### src/rtl/alarm_trigger_if.sv
// Bundle of alarm settings, current time, user pulses and alarm status outputs.
// The master drives settings/time/user pulses; the slave (alarm_trigger) drives status.
interface alarm_trigger_if;
  logic       enable;
  logic [6:0] alarm_hour;
  logic [6:0] alarm_min;
  logic [6:0] time_hour;
  logic [6:0] time_min;
  logic       sec_tick;
  logic       dismiss;
  logic       snooze;
  logic       ringing;
  logic       buzzer;
  logic       snoozing;
  logic [1:0] snoozes_left;
  logic       missed;

  modport master (
    output enable, alarm_hour, alarm_min, time_hour, time_min,
           sec_tick, dismiss, snooze,
    input  ringing, buzzer, snoozing, snoozes_left, missed
  );

  modport slave (
    input  enable, alarm_hour, alarm_min, time_hour, time_min,
           sec_tick, dismiss, snooze,
    output ringing, buzzer, snoozing, snoozes_left, missed
  );
endinterface

### src/rtl/alarm_trigger.sv
// Alarm clock trigger: rings on the rising edge of a time/alarm match, supports
// a limited number of snoozes, times out unattended rings and locks out re-rings.
module alarm_trigger #(
  parameter int unsigned SNOOZE_SEC = 300,
  parameter int unsigned RING_SEC   = 60,
  parameter int unsigned MAX_SNOOZE = 3
) (
  input  logic           clk,
  input  logic           clear_n,
  alarm_trigger_if.slave bus
);

  localparam logic [8:0] RING_LIM   = 9'(RING_SEC);
  localparam logic [8:0] SNOOZE_LIM = 9'(SNOOZE_SEC);
  localparam logic [1:0] SNOOZE_MAX = 2'(MAX_SNOOZE);

  typedef enum logic [1:0] {IDLE, RINGING, SNOOZE, LOCKOUT} state_t;

  state_t     state, state_nxt;
  logic [8:0] sec_cnt, sec_cnt_nxt, sec_cnt_inc;
  logic [1:0] left, left_nxt;
  logic       buzz, buzz_nxt;
  logic       missed_q, missed_nxt;
  logic       match, match_d, trigger;

  assign match = bus.enable &&
                 (bus.alarm_hour != 7'd127) && (bus.alarm_min != 7'd127) &&
                 (bus.time_hour == bus.alarm_hour) && (bus.time_min == bus.alarm_min);
  assign trigger     = match & ~match_d;
  assign sec_cnt_inc = (sec_cnt == 9'd511) ? sec_cnt : sec_cnt + 9'd1;

  always_ff @(posedge clk or negedge clear_n) begin
    if (!clear_n) begin
      state    <= IDLE;
      sec_cnt  <= 9'd0;
      left     <= 2'd0;
      buzz     <= 1'b0;
      missed_q <= 1'b0;
      match_d  <= 1'b0;
    end else begin
      state    <= state_nxt;
      sec_cnt  <= sec_cnt_nxt;
      left     <= left_nxt;
      buzz     <= buzz_nxt;
      missed_q <= missed_nxt;
      match_d  <= match;
    end
  end

  // Branch order encodes the priority: enable, dismiss, snooze, expiry, counting.
  always_comb begin
    state_nxt   = state;
    sec_cnt_nxt = sec_cnt;
    left_nxt    = left;
    buzz_nxt    = buzz;
    missed_nxt  = 1'b0;
    if (!bus.enable) begin
      state_nxt   = IDLE;
      sec_cnt_nxt = 9'd0;
      buzz_nxt    = 1'b0;
    end else begin
      unique case (state)
        IDLE: begin
          if (trigger) begin
            state_nxt   = RINGING;
            sec_cnt_nxt = 9'd0;
            left_nxt    = SNOOZE_MAX;
            buzz_nxt    = 1'b1;
          end
        end
        RINGING: begin
          if (bus.dismiss) begin
            state_nxt = LOCKOUT;
            buzz_nxt  = 1'b0;
          end else if (bus.snooze && (left != 2'd0)) begin
            state_nxt   = SNOOZE;
            left_nxt    = left - 2'd1;
            sec_cnt_nxt = 9'd0;
            buzz_nxt    = 1'b0;
          end else if (bus.sec_tick) begin
            sec_cnt_nxt = sec_cnt_inc;
            if (sec_cnt_inc == RING_LIM) begin
              state_nxt  = LOCKOUT;
              missed_nxt = 1'b1;
              buzz_nxt   = 1'b0;
            end else begin
              buzz_nxt = ~buzz;
            end
          end
        end
        SNOOZE: begin
          if (bus.dismiss) begin
            state_nxt = LOCKOUT;
          end else if (bus.sec_tick) begin
            sec_cnt_nxt = sec_cnt_inc;
            if (sec_cnt_inc == SNOOZE_LIM) begin
              state_nxt   = RINGING;
              sec_cnt_nxt = 9'd0;
              buzz_nxt    = 1'b1;
            end
          end
        end
        LOCKOUT: begin
          // Held here until the matched minute passes so the same minute cannot re-ring.
          if (!match) begin
            state_nxt   = IDLE;
            sec_cnt_nxt = 9'd0;
          end
        end
        default: begin
          state_nxt = IDLE;
        end
      endcase
    end
  end

  assign bus.ringing      = (state == RINGING);
  assign bus.snoozing     = (state == SNOOZE);
  assign bus.buzzer       = buzz;
  assign bus.snoozes_left = left;
  assign bus.missed       = missed_q;

endmodule

### src/flat_wrapper.sv
// flat-port wrapper written by rule: the top's interface ports become plain ports
module alarm_trigger_flat 
#(
  parameter int unsigned SNOOZE_SEC = 300,
  parameter int unsigned RING_SEC   = 60,
  parameter int unsigned MAX_SNOOZE = 3
)
  (clk, clear_n, bus_enable, bus_alarm_hour, bus_alarm_min, bus_time_hour, bus_time_min, bus_sec_tick, bus_dismiss, bus_snooze, bus_ringing, bus_buzzer, bus_snoozing, bus_snoozes_left, bus_missed);
  alarm_trigger_if bus_i ();
  input  logic clk;
  input  logic clear_n;
  input wire logic [$bits(bus_i.enable)-1:0] bus_enable;
  input wire logic [$bits(bus_i.alarm_hour)-1:0] bus_alarm_hour;
  input wire logic [$bits(bus_i.alarm_min)-1:0] bus_alarm_min;
  input wire logic [$bits(bus_i.time_hour)-1:0] bus_time_hour;
  input wire logic [$bits(bus_i.time_min)-1:0] bus_time_min;
  input wire logic [$bits(bus_i.sec_tick)-1:0] bus_sec_tick;
  input wire logic [$bits(bus_i.dismiss)-1:0] bus_dismiss;
  input wire logic [$bits(bus_i.snooze)-1:0] bus_snooze;
  output wire logic [$bits(bus_i.ringing)-1:0] bus_ringing;
  output wire logic [$bits(bus_i.buzzer)-1:0] bus_buzzer;
  output wire logic [$bits(bus_i.snoozing)-1:0] bus_snoozing;
  output wire logic [$bits(bus_i.snoozes_left)-1:0] bus_snoozes_left;
  output wire logic [$bits(bus_i.missed)-1:0] bus_missed;
  assign bus_i.enable = bus_enable;
  assign bus_i.alarm_hour = bus_alarm_hour;
  assign bus_i.alarm_min = bus_alarm_min;
  assign bus_i.time_hour = bus_time_hour;
  assign bus_i.time_min = bus_time_min;
  assign bus_i.sec_tick = bus_sec_tick;
  assign bus_i.dismiss = bus_dismiss;
  assign bus_i.snooze = bus_snooze;
  assign bus_ringing = bus_i.ringing;
  assign bus_buzzer = bus_i.buzzer;
  assign bus_snoozing = bus_i.snoozing;
  assign bus_snoozes_left = bus_i.snoozes_left;
  assign bus_missed = bus_i.missed;
  alarm_trigger #(.SNOOZE_SEC(SNOOZE_SEC), .RING_SEC(RING_SEC), .MAX_SNOOZE(MAX_SNOOZE)) u_core (.clk(clk), .clear_n(clear_n), .bus(bus_i));
endmodule
### config.mk
export PLATFORM = sky130hd
export DESIGN_NAME = alarm_trigger_flat
export DESIGN_NICKNAME = d
export VERILOG_FILES = /design/src/rtl/alarm_trigger_if.sv /design/src/rtl/alarm_trigger.sv /design/src/flat_wrapper.sv
export SDC_FILE = /design/constraint.sdc
export NUM_CORES = 1
export LEC_CHECK = 0
export ABC_CLOCK_PERIOD_IN_PS = 8400
export CAP_MARGIN = 40
export CORE_MARGIN = 3
export CORE_UTILIZATION = 40
export CTS_BUF_LIST = sky130_fd_sc_hd__clkbuf_8
export DETAILED_ROUTE_END_ITERATION = 10
export PLACE_DENSITY_LB_ADDON = 0.3
export REMOVE_ABC_BUFFERS = 1
export SYNTH_ARGS = -nofsm -noshare
export SYNTH_HDL_FRONTEND = slang
export SYNTH_SLANG_ARGS = --single-unit
### constraint.sdc
create_clock -name clk -period 8.4 [get_ports clk]
set_input_delay 0.84 -clock clk [delete_from_list [all_inputs] [get_ports clk]]
set_output_delay 0.84 -clock clk [all_outputs]
set_load 0.02 [all_outputs]
==> reports/results.tsv <==
metric	value	unit
status	finished, final reports clean	
routed vias/inst	5.859	
static leakage	0.7039	nW
Fill cells	314	
minimum clock period	3.195	ns
Worst R2R Path Depth	8	
Mean Syn Cell Area	8.318	sq um
Placeable Area	0.003442	sq mm
post-CTS setup buffer count	0	
FF/Latch Area	400.4	sq um
post-synth top area cell	dfrtp_1	
first-pass GRT wire length	6775	um
commonest cells in the netlist	dfrtp_1 (16), nand2_1 (14), xnor2_1 (13)	
Max Clock Freq	313.0	MHz
synth top area cells	dfrtp_1 (27%), xnor2_1 (7.8%), ha_1 (6.0%)	
CTS root buffer	clkbuf_8	
die width	66.50	um
count leader, synth	dfrtp_1	
H-tree levels	1	
setup tns final	0	ns
area of the multi-input gates	988.4	sq um
crit path DAT	3.39	ns
R2R Path Start	u_core.sec_cnt[0]$_DFFE_PN0P_	
Worst path slowest cell	or3b_2	
Critical Path RT	8.60	ns
clock transition at the registers of the reported paths	0.07	ns
CTS sink count	16	
Remaining DRCs	0	
power per cell area	95.31	mW/mm^2
Die Ht	66.50	um
final setup vio count	0	
CTS max path bufs	2	
num rows	21	
Max rail drop VDD	0.05631	mV
Yosys Warn Count	0	
Non-Filler Instances	256	
Via Count	1500	
post-placement cell count	252	
Ports	40	
pre-CTS setup slack	4.973	ns
Synth top area share	27.35	%
Tot GR Track Use	19.75	%
CTS tree	done	
Post-synth EDFFs	0	
largest net degree at the start of global routing	17	
synth unique cells	48	
CP max stage delay	0.62	ns
flop2flop setup slack	5.30	ns
WS Path Type	primary input to flop	
Clock Latency Late Sink	0.25	ns
hpwl dp	3199	um
Max Cap Viol	0	
#FFs+latches synth	16	
number of global-route vias before repair	1442	
setup ws final	5.205	ns
Critical Path Start Type	primary input	
Slew Limit Fails	0	
Setup crit end	u_core.sec_cnt[1]$_DFFE_PN0P_	
Avg WL per Cell	15.91	um
sequential share of the synthesized area	27.35	%
first-pass detailed-route iteration total	4	
share of layout cells above drive strength 1	4.762	%
Post-Syn Instances	176	
total CTS buffers	3	
Antenna Nets Post-Route	0	
IO buf count	39	
DRT Wirelength	4073	um
Post-Syn Area	0.001464	sq mm
1st-iter DRT viols	188	
CTS Hold Bufs	0	
utilization after layout	55.83	%
global route total overflow	0	
Area Growth Syn to Fin	31.28	%
final hold vios	0	
Final Cycle Share	38.04	%
chain of cells forming the critical path	clkdlybuf4s50_1 > xnor2_1 > nand4_1 > a211oi_1 > a31oi_1 > or3b_2 > o32ai_1 > a32o_1	
Worst R2R End	u_core.sec_cnt[2]$_DFFE_PN0P_	
layout net count	252	
RSZ-0062 raised after global routing	no	
antenna violations before repair	0	
Initial Util	42.53	%
Main synth FF type	dfrtp_1	
Die ar.	0.004422	sq mm
worst min-delay path class	flop to flop	
Async S/R FF share, synth	100.0	%
post-cts sizing count	0	
CP Max Fanout	8	
Rel. slew slack	49.01	%
CP endpoint kind	flop	
ANT cells	0	
crit path from	bus_alarm_min[6]	
Clock Skews	0.001125	ns
Slew @ Worst Pin	0.7625	ns
GP Congestion	0.9018	
-- registers in the layout (all words and copies together) (netlist names) --
signal,count
u_core.bus.snoozes_left,2
u_core.bus.missed,1
u_core.sec_cnt,9
u_core.match_d,1
u_core.bus.buzzer,1
u_core.state,2
-- how the worst min path moves through the flow --
| stage | from | depth (start not counted) | endpoint |
|---|---|---|---|
| floorplan | u_core.sec_cnt[4]$_DFFE_PN0P_ | 1 | u_core.sec_cnt[4]$_DFFE_PN0P_ |
| global placement | u_core.bus.snoozes_left[0]$_DFFE_PN0P_ | 1 | u_core.bus.snoozes_left[0]$_DFFE_PN0P_ |
| detailed placement | u_core.bus.snoozes_left[0]$_DFFE_PN0P_ | 1 | u_core.bus.snoozes_left[0]$_DFFE_PN0P_ |
| CTS | u_core.bus.snoozes_left[0]$_DFFE_PN0P_ | 1 | u_core.bus.snoozes_left[0]$_DFFE_PN0P_ |
| global route | u_core.bus.snoozes_left[0]$_DFFE_PN0P_ | 1 | u_core.bus.snoozes_left[0]$_DFFE_PN0P_ |
| finish | u_core.bus.snoozes_left[0]$_DFFE_PN0P_ | 1 | u_core.bus.snoozes_left[0]$_DFFE_PN0P_ |
-- layout make-up --
type | count | share of cell area, %
Multi-Input combinational cell | 143 | 51.43
Inverter | 8 | 1.563
Clock buffer | 4 | 2.865
Sequential cell | 16 | 20.83
Tap cell | 46 | 2.995
Timing Repair Buffer | 39 | 20.31
-- kinds of logic (layout without fill, tap and decap cells) --
| kind of cell | Yosys count | in the layout | synth area share [%] |
|---|---|---|---|
| compound gates | 49 | 49 | 25.04 |
| mux | 2 | 2 | 1.368 |
| fa+ha+maj | 7 | 7 | 5.983 |
| flops | 16 | 16 | 27.35 |
| xor+xnor | 14 | 14 | 8.376 |
| buf+inv | 17 | 51 | 5.128 |
| simple gates | 71 | 71 | 26.75 |
-- layer usage --
metal	wire length (um)	part of all wire, %	GRT usage (%)	up-vias
met5	0	0	0	-
met4	21	0.52	3.553	0
met3	173	4.2	3.710	4
met2	2148	53	34.94	37
met1	1730	42	25.03	730
li1	-	-	-	729
-- power by group --
part           total, mW  internal, mW  switching [mW]
Sequential        0.0780        0.0775        0.000443
Clock             0.0712        0.0417          0.0295
Combinational     0.0340        0.0208          0.0132
Total              0.183         0.140          0.0431
-- cells in the final DEF (no fill, tap or decap), types with 3 or more instances in the layout --
master           instances
a221o_1                  3
a211oi_1                 5
ha_1                     7
nand3b_1                 3
nand4_1                  7
o21ai_0                 10
clkbuf_8                 4
inv_1                    8
dfrtp_1                 16
nand2_1                 14
nor2_1                   9
nand2b_1                 3
a31oi_1                  4
a21oi_1                  3
and2_1                   4
a21o_1                   3
nor3_1                   9
o21a_1                   3
xnor2_1                 13
nand3_1                  8
clkdlybuf4s50_1         39
-- critical path, delay by kind of cell --
family / cells / cell delay, ns
AND/OR/NAND/NOR: 2 / 0.73
buffers and inverters: 1 / 0.50
XOR/XNOR: 1 / 0.13
AO/OA/AOI/OAI: 4 / 1.19
-- stage by stage --
step | power, mW | hold WS, ns | cell area, sq um
final | 0.1832 | 0.5458 | 1922
after global routing | 0.1923 | 0.5718 | 1922
after CTS | 0.1848 | 0.5534 | 1922
after detailed placement | 0.1135 | 0.5375 | 1867
after global placement | 0.1126 | 0.5240 | 1867
after floorplan | 0.09042 | 0.5240 | 1419
Note: power is estimated with default switching activity, not from simulation.
==> RTL change 1 (same flow settings) <==
`RING_SEC` is set to 60 in 2 places; all go to 30.
--- a/src/rtl/alarm_trigger.sv
+++ b/src/rtl/alarm_trigger.sv
@@ -4,3 +4,3 @@
   parameter int unsigned SNOOZE_SEC = 300,
-  parameter int unsigned RING_SEC   = 60,
+  parameter int unsigned RING_SEC   = 30,
   parameter int unsigned MAX_SNOOZE = 3
--- a/src/flat_wrapper.sv
+++ b/src/flat_wrapper.sv
@@ -4,3 +4,3 @@
   parameter int unsigned SNOOZE_SEC = 300,
-  parameter int unsigned RING_SEC   = 60,
+  parameter int unsigned RING_SEC   = 30,
   parameter int unsigned MAX_SNOOZE = 3
Behaviour: no difference found for any inputs over 10 cycles, from zero or initial values; that may be too few to reach the edited logic, so the function may still have changed.
==> RTL change 1 against the unedited design <==
  * Setup slack got worse by 71 ps
  * Cell area fell by 3.8%
  * Sequential cell count did not move
  * Via count down 3.5%
  * Area after synthesis is 4.8% lower
  * Power fell by 7.6%
  * Cell count is 2.3% lower
  * Maximum frequency shrank 2.2%
  * Routed wire length shrank 13%
==> RTL change 1: results (changes against the unedited design) <==
result of the run=complete, no violations (unchanged); cell depth of the worst hold path=2 (was 1); top area cells in the synthesized netlist=sky130_fd_sc_hd__dfrtp_1 (29%), sky130_fd_sc_hd__xor2_1 (7.5%), sky130_fd_sc_hd__ha_1 (6.3%) (was sky130_fd_sc_hd__dfrtp_1 (27%), sky130_fd_sc_hd__xnor2_1 (7.8%), sky130_fd_sc_hd__ha_1 (6.0%)); half-perimeter wire length after detailed placement=2870 um (was 3200 um); Crit. Startpoint=bus_alarm_min[4] (was bus_alarm_min[6]); global-route total usage across every layer=18.3% (was 19.8%); Hold Path Sink=u_core.bus.snoozes_left[1]$_DFFE_PN0P_ (was u_core.bus.snoozes_left[0]$_DFFE_PN0P_); Critical Path AT=3400 ps (was 3390 ps); number of nets at the end of the flow=249 (was 252); Layout clock buffers=3 (was 4); share of synthesized cell area in full adder, half adder and majority cells=6.28% (was 5.98%); Mapped Avg Cell Area=8.15 um^2 (was 8.32 um^2); number of unique standard cell types used by synthesis=44 (was 48); Hold Startpoint=u_core.bus.snoozes_left[1]$_DFFE_PN0P_ (was u_core.bus.snoozes_left[0]$_DFFE_PN0P_); total via count after detailed routing=1447 (was 1500); number of flip-flops and latches=16 (unchanged); multi-input gate count=142 (was 143); cell with the largest stage delay on the worst path=sky130_fd_sc_hd__o41a_1 (was sky130_fd_sc_hd__or3b_2); share of cell area taken by multi-input logic gates=50.8% (was 51.4%); setup slack at placement=4840 ps (was 4970 ps); final worst slack=5130 ps (was 5200 ps); worst ir drop on vdd=0.0553 mV (was 0.0563 mV); share of cell area taken by muxes after synthesis=0.718% (was 1.37%); number of filler instances in the final layout=291 (was 314); share of the yosys chip area belonging to registers=28.7% (was 27.4%); share of the synthesized netlist area taken by xor and xnor gates=10.1% (was 8.38%); fraction of final layout cells sized beyond drive strength 1=2.91% (was 4.76%); Clock Skew=2.12 ps (was 1.12 ps); post-detailed-placement cell area=0.00181 mm^2 (was 0.00187 mm^2); kind of cell adding the most delay to the critical path=simple AND/OR/NAND/NOR gates (was compound AO/OA/AOI/OAI gates); CP Max Fanout=5 (was 8); RD Place Congestion=0.899 (was 0.902)
==> RTL change 1: per-stage QoR <==
stage	hold WS [ps]	utilization [%]	power, mW
after floorplan	500	-	0.0891
after global placement	522	56.9	0.112
final	538	58.1	0.169
after CTS	544	58.1	0.171
after global routing	582	58.1	0.179
after detailed placement	535	56.9	0.112
==> RTL change 1: power by group through the flow <==
stage / combinational [mW] / sequential (mW) / clock [mW]
6_report: 0.0328 / 0.0780 / 0.0585
5_1_grt: 0.0359 / 0.0780 / 0.0647
4_1_cts: 0.0332 / 0.0780 / 0.0596
3_5_place_dp: 0.0331 / 0.0794 / 0
3_3_place_gp: 0.0323 / 0.0794 / 0
2_1_floorplan: 0.00914 / 0.0800 / 0
==> RTL change 1: routing by layer <==
layer  GRT usage (%)  vias to the layer above  share of wire, %
met1            23.2                      667                41
met4            5.70                        0               1.5
met5               0                        -                 0
met3            3.64                       10               7.7
li1                -                      703                 -
met2            31.3                       67                50
